$ cat config.mk
export PLATFORM = sky130hd
export DESIGN_NAME = trap_controller_flat
export DESIGN_NICKNAME = d
export VERILOG_FILES = /design/src/rtl/trap_controller_if.sv /design/src/rtl/trap_controller.sv /design/src/flat_wrapper.sv
export SDC_FILE = /design/constraint.sdc
export NUM_CORES = 1
export LEC_CHECK = 0
export CORE_AREA = 2 2 75 77
export DETAILED_ROUTE_END_ITERATION = 10
export DIE_AREA = 0 0 77 79
export MAX_ROUTING_LAYER = met4
export PLACE_DENSITY = 0.84
export SETUP_SLACK_MARGIN = 0.02
export SYNTH_ARGS = -nofsm -noshare
export SYNTH_HDL_FRONTEND = slang
export SYNTH_SLANG_ARGS = --single-unit
export TNS_END_PERCENT = 10
$ cat constraint.sdc
create_clock -name clock -period 3 [get_ports clock]
set_clock_uncertainty 0.15 [all_clocks]
set_input_delay 0.3 -clock clock [delete_from_list [all_inputs] [get_ports clock]]
set_output_delay 0.3 -clock clock [all_outputs]
set_load 0.02 [all_outputs]
$ cat src/rtl/trap_controller_if.sv
// trap_bus_if
//   MMIO bus connection between the interconnect and trap_controller.
//   The interconnect (master) issues register writes and selects which
//   register drives busReadData. The trap controller (slave) returns the
//   read data combinationally.
//
//   busWriteEnable  master->slave  write strobe
//   busWriteSelect  master->slave  0 = irqEnable mask, 1 = pending W1C
//   busWriteData    master->slave  write data (low NUM_IRQ bits used)
//   busReadSelect   master->slave  0 mask, 1 pending, 2 trapCause, 3 status
//   busReadData     slave->master  read mux output
interface trap_bus_if;
    logic        busWriteEnable;
    logic        busWriteSelect;
    logic [31:0] busWriteData;
    logic [1:0]  busReadSelect;
    logic [31:0] busReadData;

    modport master (
        output busWriteEnable, busWriteSelect, busWriteData, busReadSelect,
        input  busReadData
    );

    modport slave (
        input  busWriteEnable, busWriteSelect, busWriteData, busReadSelect,
        output busReadData
    );
endinterface

$ cat src/rtl/trap_controller.sv
// trap_controller
//   Sequences trap entry and return. Latches interrupt edges into a pending
//   register, arbitrates them against synchronous exceptions, strobes the
//   CSR unit to capture MEPC, redirects fetch to the trap vector and handles
//   MRET. An exception taken while already in the handler halts the core.
//
//   clock, resetActiveHigh   clock and asynchronous active-high reset
//   irqLines                 interrupt requests (rising edge sets pending)
//   exceptionValid/Code      synchronous exception and its cause
//   instructionRetire        instruction boundary; interrupts taken only here
//   mretValid                core executed MRET
//   bus                      MMIO register access (trap_bus_if.slave)
//   csrWriteEnable           one-cycle strobe: CSR unit captures PC
//   trapTaken, trapVector    PC mux selects the handler entry address
//   mretTaken                PC mux selects MEPC
//   coreStall                freeze fetch and retire
//   trapCause                bit31 = interrupt, low bits = code / IRQ index
//   inHandler, fatalError    handler active / sticky double-fault flag
module trap_controller #(
    parameter int          NUM_IRQ     = 4,
    parameter logic [31:0] TRAP_VECTOR = 32'h0000_0100
) (
    input  logic               clock,
    input  logic               resetActiveHigh,
    input  logic [NUM_IRQ-1:0] irqLines,
    input  logic               exceptionValid,
    input  logic [3:0]         exceptionCode,
    input  logic               instructionRetire,
    input  logic               mretValid,
    trap_bus_if.slave          bus,
    output logic               csrWriteEnable,
    output logic               trapTaken,
    output logic [31:0]        trapVector,
    output logic               mretTaken,
    output logic               coreStall,
    output logic [31:0]        trapCause,
    output logic               inHandler,
    output logic               fatalError
);

    typedef enum logic [2:0] {
        S_IDLE, S_CAPTURE, S_REDIRECT, S_HANDLER, S_RETURN, S_HALT
    } state_t;

    state_t             state_q, state_d;
    logic [NUM_IRQ-1:0] mask_q, mask_d;
    logic [NUM_IRQ-1:0] pending_q, pending_d;
    logic [NUM_IRQ-1:0] irq_prev_q, irq_prev_d;
    logic [31:0]        trap_cause_q, trap_cause_d;
    logic               fatal_q, fatal_d;
    logic               in_handler_q, in_handler_d;

    logic [NUM_IRQ-1:0] irq_rise;
    logic [NUM_IRQ-1:0] eligible;
    logic [NUM_IRQ-1:0] take_onehot;
    logic [NUM_IRQ-1:0] pending_clr;
    logic [3:0]         take_idx;
    logic               take_found;

    always_ff @(posedge clock or posedge resetActiveHigh) begin
        if (resetActiveHigh) begin
            state_q      <= S_IDLE;
            mask_q       <= '0;
            pending_q    <= '0;
            irq_prev_q   <= '0;
            trap_cause_q <= '0;
            fatal_q      <= 1'b0;
            in_handler_q <= 1'b0;
        end else begin
            state_q      <= state_d;
            mask_q       <= mask_d;
            pending_q    <= pending_d;
            irq_prev_q   <= irq_prev_d;
            trap_cause_q <= trap_cause_d;
            fatal_q      <= fatal_d;
            in_handler_q <= in_handler_d;
        end
    end

    always_comb begin
        state_d      = state_q;
        mask_d       = mask_q;
        trap_cause_d = trap_cause_q;
        fatal_d      = fatal_q;
        irq_prev_d   = irqLines;
        pending_clr  = '0;
        take_onehot  = '0;
        take_idx     = 4'd0;
        take_found   = 1'b0;

        irq_rise = irqLines & ~irq_prev_q;
        eligible = pending_q & mask_q;

        // Lowest-numbered eligible interrupt wins.
        for (int i = 0; i < NUM_IRQ; i++) begin
            if (eligible[i] && !take_found) begin
                take_found     = 1'b1;
                take_idx       = 4'(i);
                take_onehot[i] = 1'b1;
            end
        end

        if (bus.busWriteEnable) begin
            if (bus.busWriteSelect)
                pending_clr = bus.busWriteData[NUM_IRQ-1:0];
            else
                mask_d = bus.busWriteData[NUM_IRQ-1:0];
        end

        case (state_q)
            S_IDLE: begin
                if (exceptionValid) begin
                    state_d      = S_CAPTURE;
                    trap_cause_d = {28'b0, exceptionCode};
                end else if (instructionRetire && take_found) begin
                    state_d      = S_CAPTURE;
                    trap_cause_d = {1'b1, 27'b0, take_idx};
                    pending_clr  = pending_clr | take_onehot;
                end
            end
            S_CAPTURE:  state_d = S_REDIRECT;
            S_REDIRECT: state_d = S_HANDLER;
            S_HANDLER: begin
                // A second exception inside the handler is unrecoverable.
                if (exceptionValid) begin
                    state_d = S_HALT;
                    fatal_d = 1'b1;
                end else if (mretValid) begin
                    state_d = S_RETURN;
                end
            end
            S_RETURN: state_d = S_IDLE;
            S_HALT:   state_d = S_HALT;
            default:  state_d = S_IDLE;
        endcase

        // A new edge overrides a clear landing on the same bit.
        pending_d    = (pending_q & ~pending_clr) | irq_rise;
        in_handler_d = (state_d == S_HANDLER) || (state_d == S_RETURN) ||
                       (state_d == S_HALT);
    end

    // Strobes decode straight from the state register, so they fall the
    // instant reset asserts.
    assign csrWriteEnable = (state_q == S_CAPTURE);
    assign trapTaken      = (state_q == S_REDIRECT);
    assign mretTaken      = (state_q == S_RETURN);
    assign coreStall      = (state_q == S_CAPTURE) || (state_q == S_REDIRECT) ||
                            (state_q == S_RETURN)  || (state_q == S_HALT);
    assign trapVector     = TRAP_VECTOR;
    assign trapCause      = trap_cause_q;
    assign inHandler      = in_handler_q;
    assign fatalError     = fatal_q;

    always_comb begin
        case (bus.busReadSelect)
            2'd0:    bus.busReadData = 32'(mask_q);
            2'd1:    bus.busReadData = 32'(pending_q);
            2'd2:    bus.busReadData = trap_cause_q;
            default: bus.busReadData = {30'b0, fatal_q, in_handler_q};
        endcase
    end

endmodule

$ cat src/flat_wrapper.sv
// flat-port wrapper written by rule: the top's interface ports become plain ports
module trap_controller_flat 
#(
    parameter int          NUM_IRQ     = 4,
    parameter logic [31:0] TRAP_VECTOR = 32'h0000_0100
)
  (clock, resetActiveHigh, irqLines, exceptionValid, exceptionCode, instructionRetire, mretValid, csrWriteEnable, trapTaken, trapVector, mretTaken, coreStall, trapCause, inHandler, fatalError, bus_busWriteEnable, bus_busWriteSelect, bus_busWriteData, bus_busReadSelect, bus_busReadData);
  trap_bus_if bus_i ();
  input  logic clock;
  input  logic resetActiveHigh;
  input  logic [NUM_IRQ-1:0] irqLines;
  input  logic exceptionValid;
  input  logic [3:0] exceptionCode;
  input  logic instructionRetire;
  input  logic mretValid;
  output logic csrWriteEnable;
  output logic trapTaken;
  output logic [31:0] trapVector;
  output logic mretTaken;
  output logic coreStall;
  output logic [31:0] trapCause;
  output logic inHandler;
  output logic fatalError;
  input wire logic [$bits(bus_i.busWriteEnable)-1:0] bus_busWriteEnable;
  input wire logic [$bits(bus_i.busWriteSelect)-1:0] bus_busWriteSelect;
  input wire logic [$bits(bus_i.busWriteData)-1:0] bus_busWriteData;
  input wire logic [$bits(bus_i.busReadSelect)-1:0] bus_busReadSelect;
  output wire logic [$bits(bus_i.busReadData)-1:0] bus_busReadData;
  assign bus_i.busWriteEnable = bus_busWriteEnable;
  assign bus_i.busWriteSelect = bus_busWriteSelect;
  assign bus_i.busWriteData = bus_busWriteData;
  assign bus_i.busReadSelect = bus_busReadSelect;
  assign bus_busReadData = bus_i.busReadData;
  trap_controller #(.NUM_IRQ(NUM_IRQ), .TRAP_VECTOR(TRAP_VECTOR)) u_core (.clock(clock), .resetActiveHigh(resetActiveHigh), .irqLines(irqLines), .exceptionValid(exceptionValid), .exceptionCode(exceptionCode), .instructionRetire(instructionRetire), .mretValid(mretValid), .bus(bus_i), .csrWriteEnable(csrWriteEnable), .trapTaken(trapTaken), .trapVector(trapVector), .mretTaken(mretTaken), .coreStall(coreStall), .trapCause(trapCause), .inHandler(inHandler), .fatalError(fatalError));
endmodule
; Word-level counts from Yosys, hierarchy flattened
; Cells that the tools add are included.
[totals]
ff_bits = 49
out_inout_bits = 102
input_bits = 49
word_cells = 66
[classes]
reduce_logical = 18
n_mux = 23
n_eq_ne = 10
bitwise = 8
[ops]
columns = operator, count
row1 = one-hot mux 32 bit (3 select lines), 1
row2 = 2-to-1 mux 32 bit, 2
row3 = 2-to-1 mux 4 bit, 5
row4 = one-hot mux 3 bit (5 select lines), 1
row5 = AND 4 bit, 3
row6 = "== test 3 bit, second input constant", 4
row7 = 2-to-1 mux 3 bit, 4
row8 = "== test 3 x 2 -> 1 bit, second input constant", 3
row9 = 2-to-1 mux 1 bit, 8
row10 = inverter 4 bit, 2
row11 = bitwise OR 4 bit, 2
row12 = AND reduction 2 bit, 3
row13 = logical OR 1 bit, 5
row14 = logical AND 1 bit, 4
row15 = 2-to-1 mux 2 bit, 2
row16 = "== test 3 x 1 -> 1 bit, second input constant", 1
row17 = zero test 1 bit, 3
row18 = zero test 3 bit, 1
row19 = "== test 2 x 1 -> 1 bit, second input constant", 1
row20 = "== test 2 bit, second input constant", 1
row21 = zero test 2 bit, 1
row22 = nonzero test 2 bit, 1
row23 = inverter 1 bit, 1

; Longest topological paths before layout
; Gate-level depths: netlist of run 1.
[depth]
word_depth = 18
depth_mapped = 5

; Worst setup path before layout of run 1
; No wires, ideal clock.
[synth_timing]
path_type = register to register
start = reg u_core.state_q[0]
end = reg u_core.trap_cause_q[0], in the netlist u_core.trapCause[0]
setup_slack_ns = 1.183
required_time_ns = 2.725
arrival_ns = 1.542
synth_period_minus_slack_ns = 1.817
path_stages_with_launch = 6
setup_time_ns = 0.125
path_buffers = 1
path_cell_list = dfrtp_1 -> buf_6 -> or4b_4 -> a21oi_2 -> nor2_2 -> mux2_4
[synth_via]
elab_chain_cells = 2
[synth_rtl]
columns = element, line
row1 = from (decl), trap_controller.sv:45  ; state_t state_q, state_d;
row2 = from (signal assigned), trap_controller.sv:70  ; state_q <= state_d;
row3 = zero test 3 bit, trap_controller.sv:110  ; case (state_q)
row4 = AND reduction 2 bit (no source line), --
row5 = to (signal assigned), trap_controller.sv:74  ; trap_cause_q <= trap_cause_d;
row6 = to (decl), trap_controller.sv:49  ; logic [31:0] trap_cause_q, trap_cause_d;
; Every way passes these cells.
; A chain may end at the register's enable or synchronous reset.

; Worst setup path after layout of run 1
[layout_timing]
start = in bus_busReadSelect[1]
end = out bus_busReadData[1]
[layout_via]
elab_chain_cells = 2
elab_cells_between_ends = 4
cone_classes = eq/ne: 2 / mux: 1 / reduce/logical: 1
[layout_rtl]
columns = element, line
row1 = from (decl), flat_wrapper.sv:27  ; input wire logic [$bits(bus_i.busReadSelect)-1:0] bus_busReadSelect;
row2 = "== test 2 bit, or another cell as far along", trap_controller.sv:156  ; case (bus.busReadSelect)
row3 = one-hot mux 32 bit (3 select lines) (*), trap_controller.sv:156
row4 = to (decl), flat_wrapper.sv:28  ; output wire logic [$bits(bus_i.busReadData)-1:0] bus_busReadData;
; Every way passes the cells marked *; elsewhere a longest branch is shown, timed or not.

==> flow_summary.toml, run 1 <==
[status]
status = "finished, final reports clean"

[synth]
yosysWarnings = 0
ys_top_cells_by_area = "buf_4 36%, dfrtp_1 31%, mux4_2 2.5%, nand2_1 2.3%, nand3_1 2.2%"
yosysTopAreaCellShare = 0.358
syn_area_per_cell_um2 = 9.25
synth-main-ff-cell = "dfrtp_1"
yosysTopAreaCell = "buf_4"
async_reset_ff_frac = 1.00
ys_types = 38
synthesis.area_um2 = 1800
ys_ff_latch = 22
synth-seq-area-share = 0.305
synth_edf_count = 0
synth_cells = 195

[hold_path]
worstHoldPathCells = 1
hold_path.class = "reg -> reg"

[placement]
gp_congestion = 0.836
portBuffers = 36
hpwl_um = 2610

[cts]
cts_tree = "done"
cts_buffer_depth = 2
clk_latency_ns = 0.26
cts.htree.levels = 1
clock_sinks = 22
cts_resized = 0
numCtsBuffers = 3
path_clk_slew_ns = 0.08
cts_hold_buf = 0
cts-root-buf = "clkbuf_8"
post-cts-setup-buffers = 0

[cells_and_area]
area_delta_synth_final_pct = 8.95
nets = 278
final_common_cell = "conb_1"
layout_common_cells = "86 x conb_1, 36 x clkdlybuf4s50_1, 22 x dfrtp_1, 11 x nand2_1"
drive_gt1_frac = 0.0833
diodes = 0
post-route-util = 0.368

[worst_setup_path]
required_ns = 2.55
slowest_delay_ns = 0.65
critPathMaxFanout = 6
crit_top_cell = "clkdlybuf4s50_1"
crit_type = "in -> out"
arrival_ns = 2.08
start_kind = "input pin"
path_cells = "clkdlybuf4s50_1 -> mux4_2 -> clkdlybuf4s50_1"
endpoint_kind = "primary output"
r2r_cells = 4
cp_slowest_cell = "clkdlybuf4s50_1"

[grt]
antenna_found_initial = 0
grt_first_pass_wirelength_um = 4790
grt-ovfl-total = 0
grt_max_degree = 23
grt_pass1_vias = 1028
grt.total_usage = 0.101

[pwr]
power_leakage_nw = 0.942
peakVddDrop_uv = 452
p_per_area_nw_per_um2 = 756

[floorplan]
rows = 27
initial_utilization = 0.338
die_y_um = 79
io_pins = 151
placeableCoreArea_um2 = 5340
dieArea_um2 = 6080
die_w_um = 77

[detailed_routing]
vias = 1153
first_pass_iters = 4
avgViaCountPerCell = 3.84
drt_iter0_markers = 33
wirelength_um = 3190
drc = 0
wl_per_cell_um = 10.6
postRouteAntennaNets = 0

[timing]
finalHoldViolCount = 0
max_freq_ghz = 0.395
fin_crit_sh = 0.843
worst_slew_pin_slew_ns = 0.835
slew_violations = 0
rsz0062_at_grt = "false"
min_period_ns = 2.53
fin_tns_setup_ns = 0
relSlewSlack = 0.443
setup_viol_count_final = 0

[job]
maxCapViolations = 0
-- critical path, delay by kind of cell --
kind,cells,cell delay (ns)
buffers and inverters,2,1.21
muxes,1,0.56
-- flip-flops by register name, indices dropped and copies added, names as in the netlist --
register / cells
u_core.state_q: 3
u_core.pending_q: 4
u_core.irq_prev_q: 4
u_core.mask_q: 4
u_core.trapCause: 5
u_core.fatalError: 1
u_core.inHandler: 1
-- cell usage after synthesis, drive strengths merged, types with 2 or more instances --
library cell / instances
buf: 89
dfrtp: 22
nand2: 11
o21ai: 11
nand3: 8
inv: 6
nor2: 6
mux2: 5
nand2b: 3
nand4: 3
nor2b: 3
o211ai: 3
a21oi: 2
a22oi: 2
and2: 2
clkbuf: 2
conb: 2
mux2i: 2
mux4: 2
-- layout make-up --
class | count | area (um^2)
clock inverters | 1 | 30.0
repair buffers | 36 | 360
multi-input cells | 160 | 871
fillers | 561 | 3370
flip-flops and latches | 22 | 551
clock buffers | 3 | 41.3
well taps | 72 | 90.1
inverters | 6 | 22.5
-- kinds of logic (layout without fill, tap and decap cells) --
| group | Yosys count | in the layout | share of synthesized area |
|---|---|---|---|
| simple gates | 41 | 41 | 0.129 |
| other cells | 2 | 86 | 0.00416 |
| compound gates | 23 | 23 | 0.0985 |
| xor+xnor | 1 | 1 | 0.00486 |
| flops | 22 | 22 | 0.305 |
| mux | 9 | 9 | 0.0714 |
| buf+inv | 97 | 46 | 0.387 |
-- report_power, final --
group / leakage [nW] / internal (mW) / total [mW] / switching (mW)
logic: 0.650 / 0.327 / 0.720 / 0.393
registers: 0.256 / 0.378 / 0.495 / 0.118
clock network: 0.0357 / 0.178 / 0.272 / 0.0936
total: 0.942 / 0.883 / 1.49 / 0.604
-- final timing paths --
check | slack (ns) | to | startpoint
worst max-delay path | 0.47 | bus_busReadData[1] | bus_busReadSelect[1]
worst min-delay path | 0.27 | u_core.pending_q[0] | u_core.irq_prev_q[0]
worst max register to register | 1.05 | u_core.trapCause[0] | u_core.state_q[0]
worst min register to register | 0.27 | u_core.pending_q[0] | u_core.irq_prev_q[0]
max in group asynchronous | 1.83 | u_core.trapCause[31] | resetActiveHigh
min in group asynchronous | 0.36 | u_core.mask_q[3] | resetActiveHigh
-- per-stage QoR --
| stage | cells | setup slack (ns) | cell area, um^2 | power [mW] | hold WS (ns) |
|---|---|---|---|---|---|
| 2_1_floorplan | 279 | 1.18 | 2120 | 1.05 | 0.139 |
| 3_3_place_gp | 296 | 0.492 | 1890 | 1.21 | 0.250 |
| 3_5_place_dp | 296 | 0.470 | 1890 | 1.22 | 0.259 |
| 4_1_cts | 300 | 0.466 | 1970 | 1.50 | 0.270 |
| 5_1_grt | 300 | 0.406 | 1970 | 1.57 | 0.285 |
| 6_report | 300 | 0.471 | 1970 | 1.49 | 0.267 |
-- routing by layer --
layer  vias up  wire length [um]  track usage
met2        70              1590        0.175
met1       539              1310        0.121
met3         4               263       0.0239
li1        540                 -            -
met5         -                 0            -
met4         0                24       0.0214
No activity file was read; power rests on OpenSTA's default activity.
==> inputs of run 2 (changes only) <==
--- a/config.mk
+++ b/config.mk
@@ -5,11 +5,11 @@
 export SDC_FILE = /design/constraint.sdc
 export NUM_CORES = 1
 export LEC_CHECK = 0
-export CORE_AREA = 2 2 75 77
+export CORE_AREA = 2 2 82 84
 export DETAILED_ROUTE_END_ITERATION = 10
-export DIE_AREA = 0 0 77 79
+export DIE_AREA = 0 0 84 86
 export MAX_ROUTING_LAYER = met4
-export PLACE_DENSITY = 0.84
+export PLACE_DENSITY = 0.75
 export SETUP_SLACK_MARGIN = 0.02
 export SYNTH_ARGS = -nofsm -noshare
 export SYNTH_HDL_FRONTEND = slang
==> constraint.sdc (replaced) <==
create_clock -name clock -period 2.1 [get_ports clock]
set_clock_uncertainty 0.15 [all_clocks]
set_input_delay 0.21 -clock clock [delete_from_list [all_inputs] [get_ports clock]]
set_output_delay 0.21 -clock clock [all_outputs]
set_load 0.02 [all_outputs]
==> run 2 against run 1 <==
First-iteration DRC count rose by 42%. Via count rose by 1.9%. Die area rose by 19%. Register-to-register slack got worse by 0.82 ns. Cell count rose by 4.3%. Combinational power rose by 49%.
==> flow_summary.toml, run 2 (synthesis gave the netlist of run 1 again) <==
[status]
status = "finished, final reports clean"

[pwr]
power.internal_mw = 1.18
peakVddDrop_uv = 613
pwr-share-seq = 0.335
p_sw_uw = 879
combPwrFrac = 0.519
p_per_area_nw_per_um2 = 1020
power_leakage_nw = 1.00
power_mw = 2.06
clockPowerShare = 0.146
switching_share = 0.426

[cts]
cts-root-buf = "clkbuf_8"
cts_hold_buf = 0
clk_latency_ns = 0.26
cts_buffer_depth = 2
numCtsBuffers = 3
clock_sinks = 22
cts_tree = "done"
path_clk_slew_ns = 0.08
cts.htree.levels = 1

[cells_and_area]
drive_gt1_frac = 0.123
final_common_cell = "conb_1"
largest_register_ffs = 5
layout_common_cells = "86 x conb_1, 29 x clkdlybuf4s50_1, 21 x dfrtp_1, 11 x nand2_1"
nets = 286
diodes = 0
area_delta_synth_final_pct = 11.7

[detailed_routing]
drt_iter0_markers = 47
drc = 0
wl_per_cell_um = 10.7
avgViaCountPerCell = 3.75
wirelength_um = 3360
vias = 1175
first_pass_iters = 4
postRouteAntennaNets = 0

[placement]
portBuffers = 36
place_ws_ns = -0.216
gp_congestion = 0.837
hpwl_um = 2800

[timing]
finalHoldViolCount = 0
max_freq_ghz = 0.498
layout_setup_ws_ns = 0.0930
min_period_ns = 2.01
setup_viol_count_final = 0
slew_violations = 0
hold_ws_ns = 0.128
rsz0062_at_grt = "true"
fin_tns_setup_ns = 0
fin_crit_sh = 0.956

[worst_setup_path]
critPathMaxFanout = 7
path_cells = "nor2_2 -> and2_1 -> clkdlybuf4s50_1"
arrival_ns = 1.65
slowest_delay_ns = 0.60
endpoint_kind = "primary output"
cp_slowest_cell = "clkdlybuf4s50_1"
crit_type = "reg -> out"
start_kind = "flip-flop"
required_ns = 1.74

[floorplan]
placeableCoreArea_um2 = 6280
initial_utilization = 0.287
rows = 29
dieArea_um2 = 7220
die_w_um = 84
io_pins = 151
die_y_um = 86

[grt]
grt-ovfl-total = 0
grt_pass1_vias = 1081
grt.total_usage = 0.0907
antenna_found_initial = 0
grt_max_degree = 23
grt_first_pass_wirelength_um = 5040

[job]
maxCapViolations = 0

[hold_path]
hold_path.class = "in -> async"
-- run 2: cell count changes in the layout (fill, tap and decap cells not counted), sizes merged --
cell / delta
clkbuf: +1
buf: +8
clkdlybuf4s50: -7
bufinv: -1
dlymetal6s2s: +1
dlygate4sd2: +6
-- run 2: area by class of cell --
class | count | area (um^2)
Multi-Input combinational cell | 160 | 873
Timing Repair Buffer | 44 | 415
Inverter | 6 | 22.5
Sequential cell | 22 | 552
Tap cell | 77 | 96.3
Fill cell | 651 | 4260
Clock buffer | 4 | 55.1
-- run 2: power by group through the flow --
stage / combinational [mW] / sequential, mW / clock (mW)
after floorplan: 0.811 / 0.686 / 0
after global placement: 1.09 / 0.683 / 0
after CTS: 1.08 / 0.689 / 0.308
after detailed placement: 1.11 / 0.694 / 0
final: 1.07 / 0.692 / 0.301
after global routing: 1.15 / 0.715 / 0.328
-- run 2: repair_timing --
| item | in CTS | in global routing |
|---|---|---|
| hold endpoints to repair | 0 | 0 |
| buffers inserted | 0 | 0 |
| endpoints found under the setup margin | 6 | 3 |
| gates resized for setup | 7 | 2 |
-- run 2: metal layers --
layer | routed length (um) | up-vias | share of wire | global-route usage
met5 | 0 | - | 0 | -
met1 | 1430 | 541 | 0.42 | 0.107
li1 | - | 554 | - | -
met2 | 1680 | 76 | 0.50 | 0.156
met4 | 40 | 0 | 0.012 | 0.0367
met3 | 211 | 4 | 0.063 | 0.0125
-- run 2: worst paths after layout --
check / from / to / slack [ns] / cells after the start
max: u_core.state_q[0] / trapTaken / 0.09 / 3
min: resetActiveHigh / u_core.mask_q[3] / 0.13 / 3
max reg2reg: u_core.state_q[0] / u_core.trapCause[0] / 0.23 / 4
min reg2reg: u_core.irq_prev_q[1] / u_core.pending_q[1] / 0.26 / 1
max in group asynchronous: resetActiveHigh / u_core.state_q[2] / 1.44 / 3
min in group clock: u_core.irq_prev_q[1] / u_core.pending_q[1] / 0.26 / 1
-- run 2: through the flow --
step / area (um^2) / cells / utilization
2_1_floorplan: 2120 / 279 / -
3_3_place_gp: 1960 / 309 / 0.312
3_5_place_dp: 1960 / 309 / 0.312
4_1_cts: 2010 / 313 / 0.320
5_1_grt: 2010 / 313 / 0.321
6_report: 2010 / 313 / 0.321
-- run 2: critical path: cells and delay by family, from the launching register on --
| kind | cells | cell delay (ns) |
|---|---|---|
| buf+inv | 1 | 0.60 |
| flops | 1 | 0.46 |
| simple gates | 2 | 0.32 |
